<file path="config.mk">
export PLATFORM = sky130hd
export DESIGN_NAME = tokens_sfifo
export DESIGN_NICKNAME = d
export VERILOG_FILES = /design/src/rtl/tokens_pkg.sv /design/src/rtl/tokens_sfifo_mem.sv /design/src/rtl/tokens_sfifo.sv
export SDC_FILE = /design/constraint.sdc
export NUM_CORES = 1
export LEC_CHECK = 0
export CORE_ASPECT_RATIO = 0.7
export CORE_MARGIN = 2
export CORE_UTILIZATION = 55
export CTS_BUF_LIST = sky130_fd_sc_hd__clkbuf_4 sky130_fd_sc_hd__clkbuf_8
export CTS_CLUSTER_DIAMETER = 60
export DETAILED_ROUTE_END_ITERATION = 8
export GPL_TIMING_DRIVEN = 0
export PLACE_DENSITY_LB_ADDON = 0.3
export SETUP_SLACK_MARGIN = 0.2
export SYNTH_ARGS = -nofsm -noshare
export SYNTH_HDL_FRONTEND = slang
export SYNTH_SLANG_ARGS = --single-unit
</file>
<file path="constraint.sdc">
create_clock -name clk -period 5 [get_ports clk]
set_clock_uncertainty 0.2 [all_clocks]
set_input_delay 0.75 -clock clk [delete_from_list [all_inputs] [get_ports clk]]
set_output_delay 0.75 -clock clk [all_outputs]
set_load 0.01 [all_outputs]
</file>
<file path="src/rtl/tokens_pkg.sv">
// Shared handshake type and pointer/count width helpers for the tokens FIFO family.
package tokens_pkg;

    typedef struct packed {
        logic vld;
        logic rdy;
    } hs_t;

    function automatic int unsigned ptr_w(input int unsigned depth);
        return (depth <= 1) ? 1 : $clog2(depth);
    endfunction

    function automatic int unsigned cnt_w(input int unsigned depth);
        return $clog2(depth + 1);
    endfunction

    function automatic logic hs_fire(input hs_t hs);
        return hs.vld & hs.rdy;
    endfunction

endpackage

</file>
<file path="src/rtl/tokens_sfifo_mem.sv">
// DW x DP storage array for tokens_sfifo: one write port, one asynchronous read port, no reset.
module tokens_sfifo_mem #(
    parameter int unsigned DW = 32,
    parameter int unsigned DP = 8,
    parameter int unsigned AW = 3
) (
    input  logic          clk,
    input  logic          we,
    input  logic [AW-1:0] waddr,
    input  logic [DW-1:0] wdata,
    input  logic [AW-1:0] raddr,
    output logic [DW-1:0] rdata
);

    logic [DW-1:0] mem [DP];

    always_ff @(posedge clk) begin
        if (we) begin
            mem[waddr] <= wdata;
        end
    end

    assign rdata = mem[raddr];

endmodule

</file>
<file path="src/rtl/tokens_sfifo.sv">
// Synchronous valid/ready FIFO with show-ahead or registered output stage.
// Optional occupancy port enabled by defining TOKENS_SFIFO_CNT_EN.
module tokens_sfifo
    import tokens_pkg::*;
#(
    parameter int unsigned DW   = 32,
    parameter int unsigned DP   = 8,
    parameter int unsigned FWFT = 1
) (
    input  logic          clk,
    input  logic          rst,
    input  logic          src_vld,
    output logic          src_rdy,
    input  logic [DW-1:0] src_dat,
    output logic          dst_vld,
    input  logic          dst_rdy,
    output logic [DW-1:0] dst_dat
`ifdef TOKENS_SFIFO_CNT_EN
    ,
    output logic [cnt_w(DP)-1:0] cnt
`endif
);

    localparam int unsigned AW = ptr_w(DP);
    localparam int unsigned CW = cnt_w(DP);
    localparam logic [AW-1:0] PTR_LAST = AW'(DP - 1);
    localparam logic [CW-1:0] CNT_FULL = CW'(DP);

    logic [AW-1:0] wr_ptr;
    logic [AW-1:0] rd_ptr;
    logic [CW-1:0] mem_cnt;
    logic [CW-1:0] tot_cnt;
    logic [CW-1:0] tot_cnt_nxt;
    logic [DW-1:0] rd_dat;
    logic          push;
    logic          pop;
    logic          out_free;
    logic          ld_out;
    logic          bypass;
    logic          mem_we;

    assign push     = hs_fire(hs_t'{vld: src_vld, rdy: src_rdy});
    assign pop      = hs_fire(hs_t'{vld: dst_vld, rdy: dst_rdy});
    assign out_free = !dst_vld || pop;

    // Storage always feeds the output stage first; in show-ahead mode an empty
    // storage lets the incoming word go straight to the output register.
    assign ld_out      = out_free && (mem_cnt != '0);
    assign bypass      = (FWFT != 0) && push && out_free && (mem_cnt == '0);
    assign mem_we      = push && !bypass;
    assign tot_cnt_nxt = tot_cnt + CW'(push) - CW'(pop);

    always_ff @(posedge clk) begin
        if (rst) begin
            wr_ptr  <= '0;
            rd_ptr  <= '0;
            mem_cnt <= '0;
            tot_cnt <= '0;
            src_rdy <= 1'b0;
            dst_vld <= 1'b0;
            dst_dat <= '0;
        end else begin
            if (mem_we) begin
                wr_ptr <= (wr_ptr == PTR_LAST) ? '0 : wr_ptr + AW'(1);
            end
            if (ld_out) begin
                rd_ptr <= (rd_ptr == PTR_LAST) ? '0 : rd_ptr + AW'(1);
            end
            mem_cnt <= mem_cnt + CW'(mem_we) - CW'(ld_out);
            tot_cnt <= tot_cnt_nxt;
            src_rdy <= (tot_cnt_nxt != CNT_FULL);
            if (ld_out) begin
                dst_vld <= 1'b1;
                dst_dat <= rd_dat;
            end else if (bypass) begin
                dst_vld <= 1'b1;
                dst_dat <= src_dat;
            end else if (pop) begin
                dst_vld <= 1'b0;
            end
        end
    end

`ifdef TOKENS_SFIFO_CNT_EN
    assign cnt = tot_cnt;
`endif

    tokens_sfifo_mem #(
        .DW(DW),
        .DP(DP),
        .AW(AW)
    ) u_mem (
        .clk  (clk),
        .we   (mem_we),
        .waddr(wr_ptr),
        .wdata(src_dat),
        .raddr(rd_ptr),
        .rdata(rd_dat)
    );

endmodule

</file>
* Yosys cells after proc, flatten, opt, wreduce, memory -nomap -nowiden
Memory sizes are Yosys's and may differ from the RTL's. A register that Yosys moved wholly into a read port is not among the register bits.
Cells that the tools add are included.
** Word-level totals
- Flip-flop bits (word level) :: 48
- Memory bits (writable) :: 256
- Input bits :: 36
- Logic and storage cells :: 41
- Memories :: 1
** Cells by class
- Add/subtract/negate cells :: 6
- Equality and inequality tests :: 3
- Multiplexer cells :: 11
- Bitwise logic cells :: 2
- Reductions and logical operators :: 11
** Memory list
- u_mem.mem :: depth 8, bits a word 32, read ports 1, clocked after memory_dff 1, write ports 1, line tokens_sfifo_mem.sv:15 : logic [DW-1:0] mem [DP];
** Operator list (count)
- $mux W32 :: 2
- $mux W3 :: 4
- $add A4 B1 Y4 :: 2
- $sub A4 B1 Y4 :: 2
- $add A3 B1 Y3 const B :: 2
- $eq A3 B3 Y1 const B :: 2
- $mux W1 :: 5
- $logic_and A1 B1 Y1 :: 4
- $logic_not A4 Y1 :: 1
- $ne A4 B4 Y1 const B :: 1
- $reduce_bool A4 Y1 :: 1
- $reduce_bool A3 Y1 :: 1
- $and A1 B1 Y1 :: 2
- $logic_not A1 Y1 :: 2
- $reduce_bool A2 Y1 :: 1
- $logic_or A1 B1 Y1 :: 1

* Logic depth before layout (Yosys ltp)
Gate-level depths: netlist of run 1.
- Depth after elaboration :: 8
- Depth in mapped cells :: 13
- Gate-level depth less buffers :: 12

* By module
A second synthesis of run 1 with hierarchy kept.
** Second synthesis, totals
- Cells, all modules :: 651
- Area, all modules :: 12110.4 um^2
** Modules (own cells, without submodules)
- tokens_sfifo_mem :: times used 1, cells each 383, area each 9825.7 um^2, sequential area each 7687.4 um^2
- tokens_sfifo :: times used 1, cells each 268, area each 2284.7 um^2, sequential area each 960.9 um^2

* Worst setup path after synthesis of run 1
Ideal clock, no wire load.
- Path kind :: input -> register
- Start :: in dst_rdy
- End :: mem u_mem.mem[0][0] (enable)
- Library setup time :: 0.501 ns
- Arrival time :: 4.553 ns
- Required time :: 4.299 ns
- Path slack :: -0.255 ns
- Stages :: 4
- Path through :: nand2b_1 -> a21oi_1 -> inv_2 -> nor4_1
** On the way
- Cells in the longest elaborated chain, start to end :: 8
** Ends and longest elaborated chain
- start: declaration :: line tokens_sfifo.sv:16 : input logic dst_rdy,
- $and A1 B1 Y1 :: line tokens_pkg.sv:18 : return hs.vld & hs.rdy;
- $logic_or A1 B1 Y1 :: line tokens_sfifo.sv:44 : assign out_free = !dst_vld || pop;
- $logic_and A1 B1 Y1 (2 in a row) :: line tokens_sfifo.sv:49 : assign bypass = (FWFT != 0) && push && out_free && (mem_cnt == '0);
- $logic_not A1 Y1 :: line tokens_sfifo.sv:50 : assign mem_we = push && !bypass;
- $logic_and A1 B1 Y1 :: line tokens_sfifo.sv:50
- $mux W1 :: line tokens_sfifo_mem.sv:18 : if (we) begin
- $mux W1 (not written as such) :: line tokens_sfifo_mem.sv:19 : mem[waddr] <= wdata;
- end: declaration :: line tokens_sfifo_mem.sv:15
Every way passes these cells.

* Worst setup path in the final report of run 1
- Start :: in dst_rdy
- End :: mem u_mem.mem[1][1] (enable)
Same word-level chain as after synthesis.

==> metrics.yaml, run 1 <==
status: "complete, no violations"
power.leakage_nw: 4.66
die_w_um: 179
dp.cells: 953
start_util_pct: 56.3
vias_per_cell: 6.01
coreArea_sq_um: 20900
synth_top_family_by_area: "multiplexers"
rows: 44
startpoint_type: "input pin"
routed_wl_um: 24500
rsz0062_at_grt: "false"
syn_nets: 641
cts_sinks: 307
synth_xor_area_share_pct: 0.373
worstSetupPathType: "input pin to flop"
die-area_sq_um: 22600
routedWlPerCell_um: 23.7
seqPwrFrac_pct: 44.2
cts_buffers: 45
syn_to_final_growth_pct: 19.1
port_buffers: 69
diodes: 0
ctsRootBufferMaster: "clkbuf_8"
setup_violations: 0
fin_ws_ns: 1.50
peakVddDrop_v: 0.000252
grt_pass1_wl_um: 37100
multi_input_area_sq_um: 2870
internal_power_w: 0.00508
synth_seq_area_share_pct: 74.1
hpwl_um: 15500
io_pins: 70
gp_congestion: 0.756
cts_resized: 0
cp-end-kind: "flop"
hold_viol_final: 0
ant_nets: 0
grt_max_degree: 26
synthMuxAreaShare_pct: 13.8
syn_area_sq_um: 11800
p_per_area_nw_per_um2: 506
cts_hold_buf: 0
synthAdderAreaFrac_pct: 1.72
synth_compound_area_share_pct: 5.65
ff2ff_setup_slack_ns: 1.67
slowest_delay_ns: 0.68
synth-simple-area-share_pct: 2.35
drc: 0
slowest_stage: "nor3_2"
cts_max_level: 2
cts_tree: "built"
max_freq_mhz: 286
regArea_sq_um: 8710
arrival_ns: 3.54
drv_cap: 0
grt_use_total_pct: 22.4
worst-path-buf-inv: 3
synth.avg_cell_area_sq_um: 19.9
vias: 6224
die_h_um: 126
max_slew.worst_pin.slew_ns: 0.983
power_switching_share_pct: 28.3
clock_path_buffers: 3
switching_power_w: 0.00200
relSlewSlack_pct: 33.9
nets: 775
cp_max_fo: 10
antenna_found_initial: 0
place_area_sq_um: 13100
stdcell_area_sq_um: 14000
fill_cells: 1308
clk_pin_slew_worst_paths_ns: 0.06
dr.pass1.iters: 5
p_comb_share_pct: 27.4
synthDistinctLibCells: 34
fin_crit_sh_pct: 70.0
overflow: 0
finalMaxSlewViolations: 0
worstPathCellList: "clkdlybuf4s50_1 > nand2b_1 > a21oi_1 > nand2_1 > nor3_2 > buf_8 > buf_6"
final_cells: 1035
drive_gt1_share_pct: 23.6
hp-class: "flop to flop"
first_iter_violations: 628
post-cts-setup-buffer-count: 0
required_ns: 5.04
pre_cts_slack_ns: 0.922
cp_top_family: "simple AND/OR/NAND/NOR gates"
finalCriticalPeriod_ns: 3.50
ys_ff_latch: 307
insertion_delay_ns: 0.55
ys_warn_count: 0
clockPowerShare_pct: 28.4
postSynthCellCount: 590
grt_pass1_vias: 6292
-- metal layers --
layer / vias to the layer above / wire, um / GRT usage [%]
met5: - / 0 / 0
met4: 0 / 408 / 5.69
met3: 40 / 1960 / 5.25
met2: 264 / 11200 / 34.1
met1: 3210 / 11000 / 33.4
li1: 2710 / - / -
-- cell type report --
class / count / area share [%]
Sequential cell: 307 / 62.2
Tap cell: 276 / 2.47
Clock buffer: 70 / 6.08
Multi-Input combinational cell: 239 / 20.5
Inverter: 12 / 0.322
Buffer: 32 / 1.34
Timing Repair Buffer: 87 / 6.65
Clock inverter: 12 / 0.420
-- power groups by stage --
stage | Combinational [W] | Clock, W | Sequential, W
floorplan | 0.00123 | 0 | 0.00321
global placement | 0.00184 | 0 | 0.00317
detailed placement | 0.00193 | 0 | 0.00318
CTS | 0.00194 | 0.00205 | 0.00313
global route | 0.00209 | 0.00216 | 0.00315
finish | 0.00194 | 0.00201 | 0.00313
-- sequential cells by signal, summed over array words and instances, names as in the netlist, named ones only --
register and flops:
src_rdy 1, dst_vld 1, wr_ptr 3, tot_cnt 4, mem_cnt 4, dst_dat 32
rd_ptr 3, u_mem.mem 256
-- cells in the mapped netlist --
cell type	number	area [sq um]
nor4_1	2	12.5
a221o_1	21	210
and2_1	1	6.26
or3_1	1	6.26
dfxtp_1	51	1020
or3b_1	1	8.76
clkbuf_1	15	56.3
a21o_1	3	22.5
inv_2	2	7.51
nor3_1	5	25.0
nand3b_1	1	7.51
mux2i_1	14	140
buf_4	1	7.51
nor2_1	13	48.8
mux4_1	11	289
fa_1	2	40.0
buf_6	7	78.8
edfxtp_1	256	7690
a211o_1	11	96.3
nand2b_1	3	18.8
nor2b_1	6	37.5
nand2_2	1	6.26
a21oi_1	29	145
ha_1	13	163
a22o_1	21	184
inv_1	10	37.5
nor4b_2	1	15.0
mux4_2	53	1190
xor2_1	1	8.76
nor3b_2	1	12.5
a31oi_1	1	6.26
xnor2_1	4	35.0
buf_2	9	45.0
nand2_1	19	71.3
-- kinds of logic after synthesis --
family / after synthesis
simple gates: 55
buf+inv: 44
xor+xnor: 5
compound gates: 86
fa+ha+maj: 15
flops: 307
mux: 78
-- worst reg2reg max path: stages, from the launching register on --
cell	delay, ns
dfxtp_1	0.31
inv_1	0.05
ha_1	0.22
nor3b_2	0.20
a21oi_1	0.54
nand2_1	0.38
nor3_2	0.68
buf_8	0.26
buf_6	0.19
-- layout by cell type (no fill, tap or decap), types with 2 or more instances in the layout --
cell type,synthesis,routed
dfxtp_1,51,51
nand2b_1,3,3
buf_12,0,3
clkdlybuf4s50_1,0,69
clkinv_2,0,7
a21o_1,3,3
xnor2_1,4,4
mux2i_1,14,14
a21oi_1,29,29
clkbuf_8,0,52
buf_6,7,19
a221o_1,21,21
mux4_1,11,11
mux4_2,53,53
a211o_1,11,11
nor3_2,0,4
nor2b_1,6,6
clkbuf_4,0,18
fa_1,2,2
a22o_1,21,21
edfxtp_1,256,256
ha_1,13,13
clkbuf_1,15,15
inv_1,10,10
buf_8,0,3
nand2_1,19,19
clkinv_1,0,4
buf_2,9,9
nor2_1,13,10
inv_2,2,2
nor2_4,0,3
-- path summary, 6_finish.rpt --
check              start              end  depth (start not counted)
max              dst_rdy  u_mem.mem[1][1]                          7
max reg2reg   mem_cnt[2]  u_mem.mem[1][1]                          8
min reg2reg  dst_dat[25]      dst_dat[25]                          2
min          dst_dat[25]      dst_dat[25]                          2
-- through the flow --
stage,total power [W],TNS [ns],hold WS [ns],util [%]
floorplan,0.00444,0,0.250,-
global placement,0.00501,-357.31,0.248,61.3
detailed placement,0.00512,0,0.248,62.7
CTS,0.00712,0,0.257,67.1
global route,0.00740,0,0.273,67.1
finish,0.00708,0,0.255,67.1
No activity file was read; power rests on OpenSTA's default activity.
==> run 2: changes to the inputs <==
Clock period 5 ns to 2.8 ns, I/O delays scaled along.
==> run 2 against run 1 <==
Compared with the run above: clock power grew 85%; non-clock buffer count is 16 higher; design area increased by 2.9%; largest cell class unchanged; largest power group unchanged.
==> metrics.yaml, run 2 (same netlist as run 1, synthesis figures left out) <==
final_cell_mix: "256 x edfxtp_1, 69 x clkdlybuf4s50_1, 53 x mux4_2"
dr.pass1.iters: 5
nets: 793
peakVddDrop_v: 0.000419
fill_cells: 1259
coreArea_sq_um: 20900
diodes: 0
multi_input_area_sq_um: 3010
grt_max_degree: 17
ant_nets: 0
reg_top3: "u_mem.mem x256, dst_dat x32"
slowest_delay_ns: 0.40
largest_register_ffs: 256
required_ns: 3.00
arrival_ns: 2.78
fin_total_pwr_w: 0.0131
fin_crit_sh_pct: 92.0
status: "complete, no violations"
io_pins: 70
drv_cap: 0
regArea_sq_um: 8710
antenna_found_initial: 0
routedWlPerCell_um: 24.5
worstSetupPathType: "flop to flop"
hold_start: "dst_dat[25]"
grt_use_total_pct: 23.5
cpMostUsedCell: "ha_4"
rows: 44
fin_util_pct: 69.0
cts_sinks: 307
die_w_um: 179
hold_viol_final: 0
finalCriticalPeriod_ns: 2.58
max_slew.worst_pin.slew_ns: 0.815
routed_wl_um: 25800
relSlewSlack_pct: 45.6
drive_gt1_share_pct: 28.0
first_iter_violations: 594
clk_pin_slew_worst_paths_ns: 0.06
place_area_sq_um: 13100
port_buffers: 69
grt_pass1_vias: 6631
stdcell_area_sq_um: 14400
clock_path_buffers: 3
power.leakage_nw: 4.80
final_common_cell: "edfxtp_1"
cp_top_family: "simple AND/OR/NAND/NOR gates"
finalMaxSlewViolations: 0
setup_violations: 0
cts_buffers: 44
cp-end-kind: "flop"
hp-class: "flop to flop"
p_per_area_nw_per_um2: 913
vias_per_cell: 6.07
worstPathCellList: "inv_2 > ha_4 > or3b_4 > nand2_4 > inv_6 > buf_8 > ha_4 > inv_2 > ha_4 > a21o_1 > a21oi_2 > xnor2_2 > nor2_1"
top_register: "u_mem.mem"
insertion_delay_ns: 0.55
grt_pass1_wl_um: 38600
vias: 6402
syn_to_final_growth_pct: 22.5
ctsRootBufferMaster: "clkbuf_8"
cts_max_level: 2
drc: 0
cts_tree: "built"
setup_tns_ns: 0
die-area_sq_um: 22600
max_freq_mhz: 388
slowest_stage: "or3b_4"
start_util_pct: 56.3
gp_congestion: 0.736
startpoint: "mem_cnt[3]"
worst-path-buf-inv: 4
hpwl_um: 15100
die_h_um: 126
reg2reg_from: "mem_cnt[3]"
startpoint_type: "flop"
rsz0062_at_grt: "true"
overflow: 0
cp_max_fo: 4
## run 2: final timing paths
check | depth (start not counted) | slack (ns) | endpoint
hold reg to reg | 2 | 0.27 | dst_dat[25]
setup reg to reg | 13 | 0.22 | mem_cnt[3]
setup / recovery | 13 | 0.22 | mem_cnt[3]
hold / removal | 2 | 0.27 | dst_dat[25]
## run 2: power by group
group	internal (W)	switching, W
registers	0.00539	0.000225
logic	0.00196	0.00185
clock network	0.00207	0.00165
total	0.00942	0.00372
## run 2: metrics by stage
stage,worst slack [ns],std cells,hold WS [ns]
2_1_floorplan,0.0560,590,0.250
3_3_place_gp,-1.46,935,0.250
3_5_place_dp,-0.657,947,0.257
4_1_cts,0.0271,1049,0.266
5_1_grt,0.148,1054,0.285
6_report,0.223,1054,0.266
## run 2: worst reg2reg max path: stages, from the launching register on
cell and delay [ns]:
dfxtp_2 0.33, inv_2 0.07, ha_4 0.13, or3b_4 0.40, nand2_4 0.10, inv_6 0.05
buf_8 0.12, ha_4 0.26, inv_2 0.04, ha_4 0.16, a21o_1 0.20, a21oi_2 0.18
xnor2_2 0.13, nor2_1 0.07
## run 2: cell type report
type	count	area share (%)
flip-flops and latches	307	60.5
multi-input cells	242	20.9
repair buffers	103	7.90
clock buffers	73	6.06
well taps	276	2.40
plain buffers	32	1.41
clock inverters	9	0.504
inverters	12	0.365
## run 2: timing repair
| action | CTS | global route |
|---|---|---|
| buffers inserted | 17 | 5 |
| endpoints found under the setup margin | 131 | 107 |
| pin swaps | 12 | 5 |
| hold buffers | 0 | 0 |
| hold endpoints to repair | 0 | 0 |
| gates resized for setup | 17 | 16 |
| cloned | 3 | 0 |
## run 2: routing by layer
metal / vias up / routed length [um] / GRT usage [%]
met5: - / 0 / 0
met4: 0 / 508 / 7.60
met3: 43 / 1850 / 4.62
met2: 267 / 12300 / 36.4
met1: 3334 / 11200 / 34.3
li1: 2758 / - / -
==> run 3: changes to the inputs <==
Settings changed: CORE_UTILIZATION 55 to 53, CTS_BUF_LIST sky130_fd_sc_hd__clkbuf_4 sky130_fd_sc_hd__clkbuf_8 to sky130_fd_sc_hd__clkbuf_16.
==> run 3 against run 2 <==
Compared with the run above: global-route usage down 1.0 points; total power down 1.3%; utilization down 3.2 points; via count down 2.8%; sequential share of layout area up 0.37 points; worst hold slack worse by 0.0042 ns; clock power down 2%; critical path depth down 5; count of clock-buffer cells in the layout down 44; critical path type unchanged.
==> metrics.yaml, run 3 (same netlist as run 1, synthesis figures left out) <==
status: "complete, no violations"
clk_pin_slew_worst_paths_ns: 0.06
die-area_sq_um: 23400
finalMaxSlewViolations: 0
first_iter_violations: 640
largest_register_ffs: 256
die_w_um: 182
startpoint_type: "flop"
ant_nets: 0
gp_congestion: 0.777
coreArea_sq_um: 21700
arrival_ns: 2.57
wl_met1_um: 11000
grt_use_total_pct: 22.5
grt_max_degree: 17
max_freq_mhz: 395
clock_path_buffers: 3
routedWlPerCell_um: 24.8
wl_met2_um: 11900
fin_total_pwr_w: 0.0130
antenna_found_initial: 0
vias_per_cell: 6.05
ctsRootBufferMaster: "clkbuf_16"
cts_max_level: 1
overflow: 0
cp_max_fo: 16
nets: 774
worstSetupPathType: "flop to flop"
finalCriticalPeriod_ns: 2.53
cp-end-kind: "flop"
rows: 45
cp_top_family: "simple AND/OR/NAND/NOR gates"
cts_sinks: 307
drv_cap: 0
drive_gt1_share_pct: 22.9
insertion_delay_ns: 0.54
worstPathCellList: "inv_2 > ha_4 > nor3b_4 > a21oi_4 > nand2_2 > nor3_4 > buf_4 > buf_8"
diodes: 0
peakVddDrop_v: 0.000548
fill_cells: 1421
io_pins: 70
final_common_cell: "edfxtp_1"
setup_tns_ns: 0
drc: 0
grt_pass1_wl_um: 38600
routed.top_layer: "met4"
syn_to_final_growth_pct: 21.8
power.leakage_nw: 4.76
die_h_um: 129
reg_top3: "u_mem.mem x256, dst_dat x32"
hold_viol_final: 0
fin_crit_sh_pct: 90.4
port_buffers: 69
grt_pass1_vias: 6301
hp-class: "flop to flop"
top_register: "u_mem.mem"
hpwl_um: 14800
ff2ff_setup_slack_ns: 0.27
cts_hold_buf: 0
dr.pass1.iters: 5
relSlewSlack_pct: 50.3
cts_tree: "built"
cts_buffers: 29
setup_violations: 0
final_cell_mix: "256 x edfxtp_1, 69 x clkdlybuf4s50_1, 53 x mux4_2"
required_ns: 2.84
slowest_stage: "nand2_2"
p_per_area_nw_per_um2: 906
start_util_pct: 54.1
slowest_delay_ns: 0.35
max_slew.worst_pin.slew_ns: 0.745
worst-path-buf-inv: 3
whs_ns: 0.261
rsz0062_at_grt: "false"
vias: 6220
routed_wl_um: 25500
routed-wl-met3_um: 2150
## run 3: layer usage
| metal | vias to the layer above | global-route usage (%) |
|---|---|---|
| met4 | 0 | 4.70 |
| met1 | 3201 | 33.3 |
| met5 | - | 0 |
| met3 | 38 | 5.24 |
| met2 | 270 | 35.0 |
| li1 | 2711 | - |
## run 3: what timing repair did
action,4_1_cts,5_1_grt
setup buffers,18,1
pin swaps,10,2
setup endpoints to repair,128,21
gates resized for setup,17,10
cloned,3,0
## run 3: final cells by class
cell class / count / area [sq um] / area share (%)
Clock inverter: 25 / 160 / 1.12
Inverter: 12 / 52.6 / 0.367
Clock buffer: 29 / 726 / 5.07
Sequential cell: 307 / 8710 / 60.9
Multi-Input combinational cell: 242 / 2990 / 20.9
Timing Repair Buffer: 99 / 1120 / 7.80
Tap cell: 282 / 353 / 2.47
Buffer: 32 / 199 / 1.39
## run 3: per-stage QoR
stage / std cells / utilization, % / worst slack [ns] / instance area [sq um]
6_report: 1028 / 65.8 / 0.270 / 14300
5_1_grt: 1028 / 65.8 / 0.199 / 14300
4_1_cts: 1027 / 65.7 / 0.226 / 14300
3_5_place_dp: 952 / 60.4 / -0.634 / 13100
3_3_place_gp: 941 / 59.4 / -1.41 / 12900
2_1_floorplan: 590 / - / 0.0560 / 11900
## run 3: final timing paths
check / endpoint / depth (start not counted) / startpoint
worst max register to register: u_mem.mem[1][25] / 8 / mem_cnt[2]
worst max-delay path: u_mem.mem[1][25] / 8 / mem_cnt[2]
worst min register to register: dst_dat[9] / 2 / dst_dat[9]
worst min-delay path: dst_dat[9] / 2 / dst_dat[9]
## run 3: report_power, final
| group | internal, W | switching, W |
|---|---|---|
| combinational | 0.00192 | 0.00178 |
| sequential | 0.00539 | 0.000217 |
| clock | 0.00206 | 0.00160 |
## run 3: worst reg2reg max path, delay by kind of cell, from the launching register on
kind / cells / cell delay, ns
DFF: 1 / 0.32
adders and majority gates: 1 / 0.15
and+or+nand+nor: 3 / 0.79
buffers and inverters: 3 / 0.46
AOI/OAI and AO/OA: 1 / 0.30
